`src/rtl/muldiv_seq_pkg.sv`:
```
// muldiv_seq_pkg: operation and FSM encodings, widths and helpers shared by the
// sequential multiply/divide unit.
package muldiv_seq_pkg;

    localparam int W     = 32;
    localparam int CNT_W = 5;

    typedef logic [W-1:0]   word_t;
    typedef logic [2*W-1:0] dword_t;

    localparam logic [1:0] MD_MULT  = 2'd0;
    localparam logic [1:0] MD_MULTU = 2'd1;
    localparam logic [1:0] MD_DIV   = 2'd2;
    localparam logic [1:0] MD_DIVU  = 2'd3;

    localparam logic [2:0] S_IDLE = 3'd0;
    localparam logic [2:0] S_PREP = 3'd1;
    localparam logic [2:0] S_RUN  = 3'd2;
    localparam logic [2:0] S_FIX  = 3'd3;
    localparam logic [2:0] S_DONE = 3'd4;

    localparam logic [CNT_W-1:0] CNT_LAST = 5'd31;
    localparam logic [CNT_W-1:0] CNT_INC  = 5'd1;

    // Magnitude of a two's-complement word; 0x80000000 maps to itself, which
    // is its correct unsigned magnitude.
    function automatic word_t mag(input word_t v, input logic sgn);
        return (sgn && v[W-1]) ? -v : v;
    endfunction

endpackage

```
`src/rtl/muldiv_step.sv`:
```
// muldiv_step: one combinational iteration -- shift-add multiply or, with
// MULDIV_DIV_EN defined, restoring-divide subtract-and-shift selected by div_i.
module muldiv_step
    import muldiv_seq_pkg::*;
(
`ifdef MULDIV_DIV_EN
    input  logic  div_i,
`endif
    input  word_t hi_i,
    input  word_t lo_i,
    input  word_t m_i,
    output word_t hi_o,
    output word_t lo_o
);

    logic [W:0] sum;

    assign sum = (W+1)'(hi_i) + (W+1)'(lo_i[0] ? m_i : '0);

`ifdef MULDIV_DIV_EN
    logic [W:0] sh;
    logic       ok;
    word_t      diff;

    // The partial remainder is always below the divisor, so the difference fits W bits.
    assign sh   = {hi_i, lo_i[W-1]};
    assign ok   = sh >= (W+1)'(m_i);
    assign diff = sh[W-1:0] - m_i;
    assign hi_o = div_i ? (ok ? diff : sh[W-1:0]) : sum[W:1];
    assign lo_o = div_i ? {lo_i[W-2:0], ok} : {sum[0], lo_i[W-1:1]};
`else
    assign hi_o = sum[W:1];
    assign lo_o = {sum[0], lo_i[W-1:1]};
`endif

endmodule

```
`src/rtl/muldiv_seq.sv`:
```
// muldiv_seq: 32-iteration sequential MULT/MULTU/DIV/DIVU unit with HI/LO.
// Divide support is built only when MULDIV_DIV_EN is defined.
module muldiv_seq
    import muldiv_seq_pkg::*;
(
    input  logic         clk,
    input  logic         rst_n,
    input  logic         start,
    input  logic [1:0]   op,
    input  logic [W-1:0] a,
    input  logic [W-1:0] b,
    input  logic         flush,
    input  logic         hi_we,
    input  logic         lo_we,
    input  logic [W-1:0] wdata,
    output logic         busy,
    output logic         done,
    output logic [W-1:0] hi,
    output logic [W-1:0] lo,
    output logic         div_by_zero
);

    logic [2:0]       state_q, state_d;
    logic [1:0]       op_q, op_d;
    word_t            a_q, a_d, b_q, b_d, m_q, m_d;
    word_t            wh_q, wh_d, wl_q, wl_d;
    word_t            hi_q, hi_d, lo_q, lo_d;
    logic [CNT_W-1:0] cnt_q, cnt_d;
    logic             neg_q, neg_d, dbz_q, dbz_d;
    logic             is_signed;
    dword_t           prod_fix;
    word_t            step_hi, step_lo;

    assign is_signed = op_q == MD_MULT || op_q == MD_DIV;
    assign prod_fix  = neg_q ? -{wh_q, wl_q} : {wh_q, wl_q};

`ifdef MULDIV_DIV_EN
    logic rneg_q, rneg_d;
    logic is_div;

    assign is_div = op_q == MD_DIV || op_q == MD_DIVU;
`else
    logic is_div_in;

    assign is_div_in = op == MD_DIV || op == MD_DIVU;
`endif

    muldiv_step u_step (
`ifdef MULDIV_DIV_EN
        .div_i (is_div),
`endif
        .hi_i  (wh_q),
        .lo_i  (wl_q),
        .m_i   (m_q),
        .hi_o  (step_hi),
        .lo_o  (step_lo)
    );

    always_comb begin
        state_d = state_q;
        op_d    = op_q;
        a_d     = a_q;
        b_d     = b_q;
        m_d     = m_q;
        wh_d    = wh_q;
        wl_d    = wl_q;
        hi_d    = hi_q;
        lo_d    = lo_q;
        cnt_d   = cnt_q;
        neg_d   = neg_q;
        dbz_d   = dbz_q;
`ifdef MULDIV_DIV_EN
        rneg_d  = rneg_q;
`endif
        if (flush) begin
            state_d = S_IDLE;
        end else begin
            case (state_q)
                S_IDLE, S_DONE: begin
                    hi_d = hi_we ? wdata : hi_q;
                    lo_d = lo_we ? wdata : lo_q;
`ifdef MULDIV_DIV_EN
                    state_d = start ? S_PREP : S_IDLE;
`else
                    // Without the divide datapath a divide completes immediately.
                    state_d = start ? (is_div_in ? S_DONE : S_PREP) : S_IDLE;
`endif
                    op_d  = start ? op : op_q;
                    a_d   = start ? a : a_q;
                    b_d   = start ? b : b_q;
                    dbz_d = start ? '0 : dbz_q;
                end
                S_PREP: begin
                    neg_d   = is_signed && (a_q[W-1] ^ b_q[W-1]);
                    wh_d    = '0;
                    cnt_d   = '0;
                    state_d = S_RUN;
`ifdef MULDIV_DIV_EN
                    rneg_d = is_signed && a_q[W-1];
                    m_d    = mag(is_div ? b_q : a_q, is_signed);
                    wl_d   = mag(is_div ? a_q : b_q, is_signed);
                    if (is_div && b_q == '0) begin
                        hi_d    = a_q;
                        lo_d    = '1;
                        dbz_d   = '1;
                        state_d = S_DONE;
                    end
`else
                    m_d  = mag(a_q, is_signed);
                    wl_d = mag(b_q, is_signed);
`endif
                end
                S_RUN: begin
                    wh_d    = step_hi;
                    wl_d    = step_lo;
                    cnt_d   = cnt_q + CNT_INC;
                    state_d = cnt_q == CNT_LAST ? S_FIX : S_RUN;
                end
                S_FIX: begin
`ifdef MULDIV_DIV_EN
                    if (is_div) begin
                        lo_d = neg_q ? -wl_q : wl_q;
                        hi_d = rneg_q ? -wh_q : wh_q;
                    end else begin
                        {hi_d, lo_d} = prod_fix;
                    end
`else
                    {hi_d, lo_d} = prod_fix;
`endif
                    state_d = S_DONE;
                end
                default: state_d = S_IDLE;
            endcase
        end
    end

    always_ff @(posedge clk) begin
        if (!rst_n) begin
            state_q <= S_IDLE;
            op_q    <= '0;
            a_q     <= '0;
            b_q     <= '0;
            m_q     <= '0;
            wh_q    <= '0;
            wl_q    <= '0;
            hi_q    <= '0;
            lo_q    <= '0;
            cnt_q   <= '0;
            neg_q   <= '0;
            dbz_q   <= '0;
`ifdef MULDIV_DIV_EN
            rneg_q  <= '0;
`endif
        end else begin
            state_q <= state_d;
            op_q    <= op_d;
            a_q     <= a_d;
            b_q     <= b_d;
            m_q     <= m_d;
            wh_q    <= wh_d;
            wl_q    <= wl_d;
            hi_q    <= hi_d;
            lo_q    <= lo_d;
            cnt_q   <= cnt_d;
            neg_q   <= neg_d;
            dbz_q   <= dbz_d;
`ifdef MULDIV_DIV_EN
            rneg_q  <= rneg_d;
`endif
        end
    end

    assign busy        = state_q == S_PREP || state_q == S_RUN || state_q == S_FIX;
    assign done        = state_q == S_DONE;
    assign hi          = hi_q;
    assign lo          = lo_q;
    assign div_by_zero = dbz_q;

endmodule

```
`config.mk`:
```
export PLATFORM = sky130hd
export DESIGN_NAME = muldiv_seq
export DESIGN_NICKNAME = d
export VERILOG_FILES = /design/src/rtl/muldiv_seq_pkg.sv /design/src/rtl/muldiv_step.sv /design/src/rtl/muldiv_seq.sv
export SDC_FILE = /design/constraint.sdc
export NUM_CORES = 1
export LEC_CHECK = 0
export ABC_AREA = 1
export CORE_ASPECT_RATIO = 0.9
export CORE_MARGIN = 4
export CORE_UTILIZATION = 60
export CTS_CLUSTER_DIAMETER = 200
export DETAILED_ROUTE_END_ITERATION = 7
export PLACE_DENSITY = 0.84
export SYNTH_ARGS = -nofsm -noshare
export SYNTH_HDL_FRONTEND = slang
export SYNTH_SLANG_ARGS = --single-unit
export TNS_END_PERCENT = 5
```
`constraint.sdc`:
```
create_clock -name clk -period 4.21 [get_ports clk]
set_input_delay 1.0525 -clock clk [delete_from_list [all_inputs] [get_ports clk]]
set_output_delay 1.0525 -clock clk [all_outputs]
set_load 0.02 [all_outputs]
```
======== Yosys cells after proc, flatten, opt, wreduce, memory -nomap -nowiden ========
Cells that the tools add are included.
W data, S select, Z words.
cells by class
  bitwise operators ....................... 3
  muxes and demuxes ....................... 15
  div/mod/pow operators ................... 0
  shift operators ......................... 0
  equality and inequality tests ........... 10
  reduce and logical (&&, ||, !) cells .... 18
  magnitude comparators ................... 0
  add/subtract/negate cells ............... 5
  multipliers ............................. 0
operator list
  operator               count
  $pmux W32 S2           4
  $mux W32               5
  $mux W64               1
  $neg A32 Y32           2
  $neg A64 Y64           1
  $add A32 B33 Y33       1
  $pmux W3 S4            1
  $pmux W5 S2            1
  $reduce_and A3 Y1      3
  $eq A2 B2 Y1 const B   3
  $eq A3 B2 Y1 const B   2
  $mux W3                2
  $add A5 B1 Y5 const B  1
  $eq A5 B5 Y1 const B   1
  $logic_or A1 B1 Y1     4
  $ne A2 B2 Y1 const B   2
  $reduce_and A2 Y1      2
  $reduce_bool A2 Y1     2
  $reduce_or A2 Y1       2
  $eq A3 B1 Y1 const B   1
  $eq A3 B3 Y1 const B   1
  $logic_and A1 B1 Y1    3
  $logic_not A3 Y1       1
  $logic_not A2 Y1       1
  3 further kinds        4
storage, ports and cells
  RAM bits ................................ 0
  memory bits (read-only) ................. 0
  latch bits .............................. 0
  register bits after elaboration ......... 235
  input port bits ......................... 104
  output and inout bits ................... 67
  word-level logic and storage cells ...... 62
  memories ................................ 0

======== Longest topological paths before layout ========
  depth in word-level cells ............... 5
  gate-level depth with buffers ........... 17
  gate-level depth less buffers ........... 15

======== By module ========
From an unflattened synthesis, not the netlist that was laid out.
unflattened totals
  cells, all modules ...................... 2636
  area total of the unflattened synthesis .. 15877.7 sq um
modules (own cells, without submodules)
  module       cells each  instances  sequential area each (sq um)  area each (sq um)
  muldiv_seq   2033        1          4684.5                        13007.5
  muldiv_step  603         1          0.0                           2870.3

======== Least setup slack after synthesis ========
No wires, ideal clock.
  path kind ............................... register -> register
  from .................................... register wl_q[0]
  to ...................................... register wh_q[23]
  data required time ...................... 4078 ps
  setup slack ............................. 1906 ps
  library setup time ...................... 132 ps
  arrival time ............................ 2172 ps
  buffers on the path ..................... 2
  clock period less this slack ............ 2304 ps
  stages on the path, launching flop included .. 18
  cells stage by stage .................... dfxtp_1 > buf_2 > clkbuf_1 > nand2_1 > inv_1 > ha_1 > inv_1 > fa_1 > inv_1 > nand3_1 > nand3_1 > nand2_1 > nand2_1 > nand2_1 > nand3_1 > nand2_1 > nand3_1 > a21oi_1
between the ends
  word-level cells in the longest chain between the ends .. 3
RTL lines
  element                 line               text
  from (decl)             muldiv_seq.sv:26   word_t wh_q, wh_d, wl_q, wl_d;
  from (signal assigned)  muldiv_seq.sv:161  wl_q <= wl_d;
  $mux W32                muldiv_step.sv:18  assign sum = (W+1)'(hi_i) + (W+1)'(lo_i[0] ? m_i : '0);
  $add A32 B33 Y33        muldiv_step.sv:18
  $pmux W32 S2            muldiv_seq.sv:78   case (state_q)
  to (signal assigned)    muldiv_seq.sv:160  wh_q <= wh_d;
  to (decl)               muldiv_seq.sv:26
Every way passes these cells.
A chain may end at the register's enable or synchronous reset.

======== Final worst setup path ========
  from .................................... register state_q[0]
  to ...................................... output port done
between the ends
  word-level cells in the longest chain between the ends .. 1
RTL lines
  element                 line               text
  from (decl)             muldiv_seq.sv:23   logic [2:0] state_q, state_d;
  from (signal assigned)  muldiv_seq.sv:155  state_q <= state_d;
  $eq A3 B3 Y1            muldiv_seq.sv:174  assign done = state_q == S_DONE;
  to (decl)               muldiv_seq.sv:17   output logic done,
Every way passes these cells.

==> results.sh <==
export IMPL_outcome="finished, final reports clean"
export IMPL_cts_tree="done"
export IMPL_avgSynthCellArea_um2=6.07
export IMPL_finalSetupViolCount=0
export IMPL_insertion_delay_ns=0.55
export IMPL_cts_buffer_depth=3
export IMPL_die_w_um=177
export IMPL_hpwl_mm=39.9
export IMPL_synth_nets=2678
export IMPL_cts_inserted_buffers=25
export IMPL_final_cell_mix="nand2_1 (639), inv_1 (287), nor2_1 (281)"
export IMPL_clkTransAtPathRegs_ns=0.06
export IMPL_postLayoutCoreUtil=0.719
export IMPL_vias_per_cell=5.81
export IMPL_maxSlewViolCount=0
export IMPL_p_sw_frac=0.288
export IMPL_start_util=0.612
export IMPL_leakagePower_nw=8.80
export IMPL_ys_seq_elements=234
export IMPL_comb_power_share=0.175
export IMPL_grt_usage=0.351
export IMPL_wirelength_mm=52.0
export IMPL_hold_viol=0
export IMPL_vias=17400
export IMPL_rsz0062_at_grt="false"
export IMPL_drt_iter0_markers=2084
export IMPL_worstMarginPinSlew_ns=0.769
export IMPL_powerDensity_nw_per_um2=317
export IMPL_fmax_mhz=325
export IMPL_synth_top_cell_by_area="dfxtp_1"
export IMPL_synthDistinctLibCells=51
export IMPL_cts_setup_buffers=0
export IMPL_post_drt_wl_per_cell_um=17.3
export IMPL_power_clock_fraction=0.408
export IMPL_pwr_share_seq=0.418
export IMPL_grt_overflow=0
export IMPL_hold_slack_ns=0.479
export IMPL_drive_gt1_frac=0.0492
export IMPL_drt_pass1_iterations=8
export IMPL_area_delta_synth_final_pct=17.5
export IMPL_place_congestion=1.01
export IMPL_final_common_cell="nand2_1"
export IMPL_cts_resized=0
export IMPL_yosysWarnings=0
export IMPL_slew_headroom=0.487
export IMPL_die_h_um=160
export IMPL_synth_area_top_cells="dfxtp_1 (30%), nand2_1 (16%), a21oi_1 (8.4%)"
export IMPL_post_route_period_util=0.731
export IMPL_ctsHtreeMaxLevel=1
export IMPL_synth_top_area_share=0.304
export IMPL_required_ns=3.16
export IMPL_std_cell_rows=55
export IMPL_synthesis_area_um2=15400
export IMPL_grt_max_degree=120
export IMPL_first_global_vias=15700
export IMPL_critPathMaxFanout=6
export IMPL_ant_nets=0
export IMPL_antenna_found_initial=1
export IMPL_cp_data_arrival_time_ns=2.02
export IMPL_maxCapViolations=0
export IMPL_clock_skew_ns=0.0128
export IMPL_finalCriticalPeriod_ns=3.08
export IMPL_ir_worst_vdd_mv=0.301
export IMPL_hold_buffers=0
export IMPL_root_buffer="clkbuf_16"
export IMPL_seq_area_frac_synth=0.304
export IMPL_core_area_um2=25200
export IMPL_hold_class="register to register"
export IMPL_diodes=0
export IMPL_synth_cells=2536
export IMPL_end_kind="output pin"
export IMPL_p_sw_mw=1.65
export IMPL_crit_type="register to output pin"
export IMPL_grt_pass1_wl_mm=81.8
export IMPL_drc_errors=0
export IMPL_nets=2787
export IMPL_dieArea_um2=28300
export IMPL_setup_tns_ns=0
export IMPL_internal_power_mw=4.09
export IMPL_startpoint_type="register"
export IMPL_io_buffers=169
export IMPL_ioPinCount=171
export IMPL_cts_num_sinks=234
through the flow:
stage | cells | total power [mW] | area, µm² | worst slack [ns]
after CTS | 3005 | 5.73 | 18100 | 1.12
after detailed placement | 2960 | 3.42 | 17200 | 0.902
after global routing | 3005 | 5.96 | 18100 | 1.03
final | 3005 | 5.74 | 18100 | 1.13
after global placement | 2960 | 3.40 | 17200 | 1.01
after floorplan | 2536 | 3.05 | 15400 | 1.91
synthesized netlist by cell type (all sizes together):
master and number:
nand2 648, inv 312, nor2 297, a21oi 260, o21ai 245, dfxtp 234
nand3 225, clkbuf 62, buf 42, ha 37, nand4 29, xor2 23
nor3 19, nand3b 18, a31oi 12, o211ai 11, or2 8, o21bai 7
o221ai 6, o22ai 6, and2 5, nor4 5, a211oi 4, a32o 4
xnor2 4, a21o 3, o21a 3, a221oi 1, a32oi 1, clkinv 1
conb 1, fa 1, o31ai 1, o32ai 1
critical path, stage by stage, from the launching register on:
cell	delay (ns)
dfxtp_1	0.36
nor2_2	0.31
inv_1	0.08
nor2_1	0.12
clkdlybuf4s50_1	0.62
sequential cells by signal, summed over array words and instances, names as in the netlist:
| register | count |
|---|---|
| a_q | 32 |
| op_q | 1 |
| b_q | 32 |
| neg_q | 1 |
| wh_q | 32 |
| cnt_q | 5 |
| hi | 32 |
| lo | 32 |
| state_q | 3 |
| m_q | 32 |
| wl_q | 32 |
cells by family (layout without fill, tap and decap cells):
| logic type | after synthesis | in the layout | synth area share |
|---|---|---|---|
| DFF | 234 | 234 | 0.304 |
| other | 1 | 1 | 0.000243 |
| buffers and inverters | 417 | 544 | 0.105 |
| xor gates and xnor gates | 27 | 27 | 0.0154 |
| and+or+nand+nor | 1254 | 1254 | 0.347 |
| AOI/OAI and AO/OA | 565 | 565 | 0.196 |
| adders and majority gates | 38 | 38 | 0.0314 |
metal layers:
layer | up-vias | global-route usage | wire (µm)
li1 | 8518 | - | -
met4 | 2 | 0.101 | 1610
met1 | 7847 | 0.505 | 22400
met5 | - | 0 | 13
met2 | 967 | 0.540 | 22400
met3 | 111 | 0.0644 | 5620
cell type report:
type,instances,area [µm²]
Fill cell,2212,7090
Sequential cell,234,4690
Clock buffer,33,686
Timing Repair Buffer,186,1830
Tap cell,342,428
Clock inverter,12,180
Multi-Input combinational cell,1885,9110
Inverter,313,1170
power groups by stage:
stage          clock (mW)  sequential (mW)  combinational, mW
6_report             2.34             2.40               1.00
5_1_grt              2.45             2.41               1.10
4_1_cts              2.35             2.39              0.987
3_5_place_dp            0             2.44              0.977
3_3_place_gp            0             2.44              0.956
2_1_floorplan           0             2.47              0.578
worst paths after layout:
kind                    from  endpoint  slack [ns]  depth (start not counted)
setup / recovery  state_q[0]      done        1.13                          4
hold / removal        m_q[0]    m_q[0]        0.48                          2
setup reg to reg     wl_q[0]  wh_q[23]        1.48                         13
hold reg to reg       m_q[0]    m_q[0]        0.48                          2
No activity file was read; power rests on OpenSTA's default activity.
